### src/rtl/mac_pkg.sv
`default_nettype none
// ============================================================================
//  Module   : mac_pkg
//  Purpose  : Shared constants, state encoding and helpers for the
//             multiply-accumulate sequencer.
//  Revision : 1.0 - initial release
// ============================================================================
package mac_pkg;

    // Operand width; one MULT cycle per multiplier bit
    localparam int OP_WIDTH   = 8;
    localparam int BIT_CNT_W  = 3;
    localparam int TERM_CNT_W = 4;

    // Value of bit_cnt during the final MULT cycle of a term
    localparam logic [BIT_CNT_W-1:0] BIT_LAST = BIT_CNT_W'(OP_WIDTH - 1);

    // Product mux selects (datapath 3-to-1 mux s input)
    localparam logic [1:0] SEL_ZERO  = 2'b00;
    localparam logic [1:0] SEL_ADDSH = 2'b01;
    localparam logic [1:0] SEL_SHIFT = 2'b10;

    // Controller state encoding
    localparam int STATE_W = 3;
    typedef logic [STATE_W-1:0] state_t;

    localparam state_t ST_IDLE = 3'd0;
    localparam state_t ST_INIT = 3'd1;
    localparam state_t ST_LOAD = 3'd2;
    localparam state_t ST_MULT = 3'd3;
    localparam state_t ST_ACC  = 3'd4;
    localparam state_t ST_DONE = 3'd5;

    // Shift-and-add step: add the multiplicand only when the multiplier LSB is set
    function automatic logic [1:0] mult_sel(input logic b);
        return b ? SEL_ADDSH : SEL_SHIFT;
    endfunction

endpackage
`default_nettype wire

### src/rtl/mac_counter.sv
`default_nettype none
// ============================================================================
//  Module   : mac_counter
//  Purpose  : Parameterised up-counter with synchronous clear and enable.
//             Clear has priority over enable.
//  Revision : 1.0 - initial release
// ============================================================================
module mac_counter #(
    parameter int WIDTH = 4
) (
    input  logic             clk,
    input  logic             rst_n,
    input  logic             i_clr,
    input  logic             i_en,
    output logic [WIDTH-1:0] o_count
);

    logic [WIDTH-1:0] r_count;

    // Count register: async reset, then clear, then increment
    always_ff @(posedge clk or negedge rst_n) begin
        if (!rst_n) begin
            r_count <= '0;
        end else if (i_clr) begin
            r_count <= '0;
        end else if (i_en) begin
            r_count <= r_count + WIDTH'(1);
        end
    end

    assign o_count = r_count;

endmodule
`default_nettype wire

### src/rtl/mac_controller.sv
`default_nettype none
// ============================================================================
//  Module   : mac_controller
//  Purpose  : Sequencer for a shift-and-add multiply-accumulate datapath.
//             Clears the accumulator, then for each of n_terms products
//             fetches an operand pair, runs OP_WIDTH shift/add steps and
//             adds the product into the accumulator, finally pulsing done.
//  Revision : 1.0 - initial release
// ============================================================================
module mac_controller
    import mac_pkg::*;
(
    input  logic       clk,
    input  logic       rst_n,
    input  logic       start,
    input  logic [3:0] n_terms,
    input  logic       op_valid,
    input  logic       b_lsb,
    output logic       ready,
    output logic       op_req,
    output logic       ld_ops,
    output logic       p_en,
    output logic [1:0] sel_p,
    output logic       acc_en,
    output logic       acc_clr,
    output logic       done
);

    state_t                  r_state;
    state_t                  w_state_next;
    logic [TERM_CNT_W-1:0]   r_n_terms;
    logic                    w_latch_n;

    logic [BIT_CNT_W-1:0]    w_bit_cnt;
    logic                    w_bit_clr;
    logic                    w_bit_en;
    logic [TERM_CNT_W-1:0]   w_term_cnt;
    logic                    w_term_clr;
    logic                    w_term_en;

    // Counts multiplier bits within one product
    mac_counter #(
        .WIDTH (BIT_CNT_W)
    ) u_bit_cnt (
        .clk     (clk),
        .rst_n   (rst_n),
        .i_clr   (w_bit_clr),
        .i_en    (w_bit_en),
        .o_count (w_bit_cnt)
    );

    // Counts products accumulated in the current job
    mac_counter #(
        .WIDTH (TERM_CNT_W)
    ) u_term_cnt (
        .clk     (clk),
        .rst_n   (rst_n),
        .i_clr   (w_term_clr),
        .i_en    (w_term_en),
        .o_count (w_term_cnt)
    );

    // State register
    always_ff @(posedge clk or negedge rst_n) begin
        if (!rst_n) begin
            r_state <= ST_IDLE;
        end else begin
            r_state <= w_state_next;
        end
    end

    // Job length captured at start so later n_terms changes are ignored
    always_ff @(posedge clk or negedge rst_n) begin
        if (!rst_n) begin
            r_n_terms <= '0;
        end else if (w_latch_n) begin
            r_n_terms <= n_terms;
        end
    end

    // Next-state and output decode
    always_comb begin
        w_state_next = r_state;
        w_latch_n    = 1'b0;
        w_bit_clr    = 1'b0;
        w_bit_en     = 1'b0;
        w_term_clr   = 1'b0;
        w_term_en    = 1'b0;
        ready        = 1'b0;
        op_req       = 1'b0;
        ld_ops       = 1'b0;
        p_en         = 1'b0;
        sel_p        = SEL_ZERO;
        acc_en       = 1'b0;
        acc_clr      = 1'b0;
        done         = 1'b0;

        case (r_state)
            ST_IDLE: begin
                ready = 1'b1;
                if (start) begin
                    w_latch_n    = 1'b1;
                    w_term_clr   = 1'b1;
                    w_state_next = ST_INIT;
                end
            end

            ST_INIT: begin
                acc_clr      = 1'b1;
                w_state_next = (r_n_terms == '0) ? ST_DONE : ST_LOAD;
            end

            ST_LOAD: begin
                op_req = 1'b1;
                if (op_valid) begin
                    ld_ops       = 1'b1;
                    p_en         = 1'b1;
                    sel_p        = SEL_ZERO;
                    w_bit_clr    = 1'b1;
                    w_state_next = ST_MULT;
                end
            end

            ST_MULT: begin
                p_en  = 1'b1;
                sel_p = mult_sel(b_lsb);
                // Hold the counter on the last bit so it never wraps
                if (w_bit_cnt == BIT_LAST) begin
                    w_state_next = ST_ACC;
                end else begin
                    w_bit_en = 1'b1;
                end
            end

            ST_ACC: begin
                acc_en    = 1'b1;
                w_term_en = 1'b1;
                if ((w_term_cnt + TERM_CNT_W'(1)) == r_n_terms) begin
                    w_state_next = ST_DONE;
                end else begin
                    w_state_next = ST_LOAD;
                end
            end

            ST_DONE: begin
                done         = 1'b1;
                w_state_next = ST_IDLE;
            end

            default: begin
                w_state_next = ST_IDLE;
            end
        endcase
    end

endmodule
`default_nettype wire
### config.mk
export PLATFORM = sky130hd
export DESIGN_NAME = mac_controller
export DESIGN_NICKNAME = d
export VERILOG_FILES = /design/src/rtl/mac_pkg.sv /design/src/rtl/mac_counter.sv /design/src/rtl/mac_controller.sv
export SDC_FILE = /design/constraint.sdc
export NUM_CORES = 1
export LEC_CHECK = 0
export CAP_MARGIN = 5
export CORE_MARGIN = 2
export CORE_UTILIZATION = 52
export DETAILED_ROUTE_END_ITERATION = 10
export PLACE_DENSITY = 0.81
export SYNTH_ARGS = -nofsm -noshare
export SYNTH_HDL_FRONTEND = slang
export SYNTH_SLANG_ARGS = --single-unit
export TNS_END_PERCENT = 10
### constraint.sdc
create_clock -name clk -period 3.15 [get_ports clk]
set_clock_uncertainty 0.05 [all_clocks]
set_input_delay 0.945 -clock clk [delete_from_list [all_inputs] [get_ports clk]]
set_output_delay 0.945 -clock clk [all_outputs]
set_load 0.01 [all_outputs]
==> results.ini <==
[critical_path]
arrival_ns = 2.10
crit_slowest_cell = clkdlybuf4s50_1
cp.buffers_inverters = 3
reg2reg_from = u_term_cnt.o_count[0]$_DFFE_PN0P_
cp_data_required_time_ns = 2.15
path_common_cell = clkdlybuf4s50_1
cp-end-kind = primary output
max_stage_delay_ns = 0.52
cpLargestDelayFamily = buffers and inverters
start_kind = primary input
path_max_fanout = 2
crit_chain = clkdlybuf4s50_1 > o21ai_1 > inv_1 > clkdlybuf4s50_1
crit_type = primary input to primary output
startpoint = op_valid

[detailed_routing]
ant_nets = 0
vias_per_cell = 5.820
wirelength_um = 1690
num_vias = 710
drt_iter0_drc = 9
dr.pass1.iters = 4
drc_errors = 0
wl_per_cell_um = 13.85

[synth]
ys_seq_area_share_pct = 41.30
syn_inst = 87
yosys.cell_types.count = 33
ys_seq_elements = 14
synth_edf_count = 0
synth_warnings = 0
synth_fp_nets = 99
yosys.area.top_type_share_pct = 41.30
yosys-top-cells-area = dfrtp_1 (41%), mux2_2 (6.6%), a22o_1 (5.2%)
netlist_area_um2 = 848.3
async_flop_share_pct = 100.0
postSynthAreaPerCell_um2 = 9.751
synth_ff_type = dfrtp_1
yosysTopAreaCell = dfrtp_1

[cts]
clkTransAtPathRegs_ns = 0.09
cts_hold_buf = 0
cts_buffers = 3
cts_tree = built
cts_max_level = 1
worstSkewPairLatency_ns = 0.29
clock_sinks = 14
cts_root_buffer = clkbuf_4
cts_buffer_depth = 2

[power_and_ir_drop]
seqPwrFrac_pct = 36.6
clock_power_share_pct = 13.5
fin_total_pwr_uw = 988.0
intPower_uw = 603.2
power_leakage_nw = 0.4969
p_sw_share_pct = 38.95
p_comb_share_pct = 49.8
peakVddDrop_mv = 0.5185
p_per_area_nw_per_um2 = 926.8
power.switching_uw = 384.8

[placed_design]
dp.cells = 118
place_area_um2 = 1028
port_buffers = 17
hpwl_um = 1276
gp_congestion = 0.8222

[sta]
fmax_mhz = 323.3
fin_crit_ns = 3.093
whs_ns = 0.5092
hold_viol = 0
fin_crit_sh_pct = 98.19
rsz0062_at_grt = no
tns_ns = 0
drv_slew = 0
slew_headroom_pct = 57.73
setup_viol = 0
tightest_slew_ns = 0.6321

[floorplan]
core_area_um2 = 1524
initial_utilization_pct = 55.67
fp.dieW_um = 44.39
die_h_um = 44.39
pin_count = 18
rows = 14
dieArea_um2 = 1970

[global_route]
grtUsageTotal_pct = 21.08
grt_pass1_wl_um = 2884
grt_overflow = 0
grt_max_degree = 16
grt_pass1_vias = 688
antenna_found_initial = 0

[outcome]
status = complete, no violations

[finish]
areaGrowthSynthToFinish_pct = 25.66
diodes = 0
fin_area_um2 = 1066
final_layout_size_suffix_gt1_share_pct = 14.15
final_nets = 119
finalNonFillerCells = 122

[run]
maxCapViolCount = 0

[worst_hold_path]
hp-start = u_bit_cnt.o_count[2]$_DFFE_PN0P_
hp-class = flop to flop

-- sequential cells by signal, summed over array words and instances (netlist names) --
signal,flops
r_n_terms,4
u_term_cnt.o_count,4
r_state,3
u_bit_cnt.o_count,3
-- area by class of cell --
cell class | instances | area, um2
Clock buffer | 4 | 36.28
Fill cell | 125 | 457.9
Inverter | 3 | 11.26
Multi-Input combinational cell | 66 | 461.7
Sequential cell | 14 | 350.3
Tap cell | 16 | 20.02
Timing Repair Buffer | 19 | 186.4
-- cell families (layout without fill, tap and decap cells) --
family / after synthesis / after routing / synth area share [%]
buffers and inverters: 7 / 26 / 4.277
adder cells (fa/ha/maj): 3 / 3 / 4.425
AO/OA/AOI/OAI: 18 / 18 / 14.16
flip-flops: 14 / 14 / 41.30
XOR/XNOR: 7 / 7 / 7.227
multiplexers: 5 / 5 / 6.637
AND/OR/NAND/NOR: 33 / 33 / 21.98
-- synth_stat cells, types with 2 or more instances --
| cell type | number |
|---|---|
| mux2_2 | 5 |
| xnor2_1 | 4 |
| nand2b_1 | 2 |
| nand3_1 | 2 |
| xor2_1 | 3 |
| nor3b_1 | 2 |
| nor2b_1 | 2 |
| inv_1 | 3 |
| buf_2 | 2 |
| a22o_1 | 5 |
| a21oi_1 | 2 |
| o21ai_0 | 6 |
| ha_1 | 3 |
| dfrtp_1 | 14 |
| nand2_1 | 9 |
| buf_4 | 2 |
| nor2_1 | 5 |
-- power groups by stage --
stage	registers, mW	logic [mW]	clock network (mW)
after floorplan	0.310	0.382	0
after global placement	0.360	0.472	0
after detailed placement	0.363	0.496	0
after CTS	0.359	0.493	0.136
after global routing	0.373	0.543	0.145
final	0.362	0.492	0.134
-- timing repair --
| action | CTS | global route |
|---|---|---|
| endpoints found under the hold margin | 0 | 0 |
| setup buffers | 0 | 0 |
| resized for setup | 1 | 2 |
| endpoints found under the setup margin | 1 | 2 |
-- cell usage in the layout, fill, tap and decap left out, drive strengths merged, types with 2 or more instances in the layout --
cell	instances
clkdlybuf4s50	15
nand2b	2
mux2	5
nor2	5
nor2b	2
clkbuf	4
a21oi	2
ha	3
inv	3
or2b	2
nand2	9
xnor2	4
buf	2
dfrtp	14
nor3b	2
a22o	5
xor2	3
o21ai	6
nand3	2
-- routing by layer --
layer	up-vias	GRT usage [%]	part of all wire, %
met2	19	30.59	47
met4	0	16.97	2.8
li1	345	-	-
met5	-	0	0
met1	341	26.44	46
met3	5	5.306	3.5
-- stage by stage --
step	setup slack [ns]	utilization, %
2_1_floorplan	0.8036	-
3_3_place_gp	-0.06998	67.49
3_5_place_dp	-0.08047	67.49
4_1_cts	0.03583	69.79
5_1_grt	0.008784	69.95
6_report	0.05708	69.95
-- worst paths after layout --
kind                                                    end  slack [ns]  cells after the start
setup / recovery                                       p_en        0.06                      4
hold / removal             u_bit_cnt.o_count[2]$_DFFE_PN0P_        0.51                      1
setup reg to reg                     r_state[1]$_DFFE_PN0P_        1.40                      5
hold reg to reg            u_bit_cnt.o_count[2]$_DFFE_PN0P_        0.51                      1
max in group asynchronous          r_n_terms[0]$_DFFE_PN0P_        1.65                      1
min in group asynchronous  u_bit_cnt.o_count[2]$_DFFE_PN0P_        0.99                      1
(Power assumes the default switching activity.)
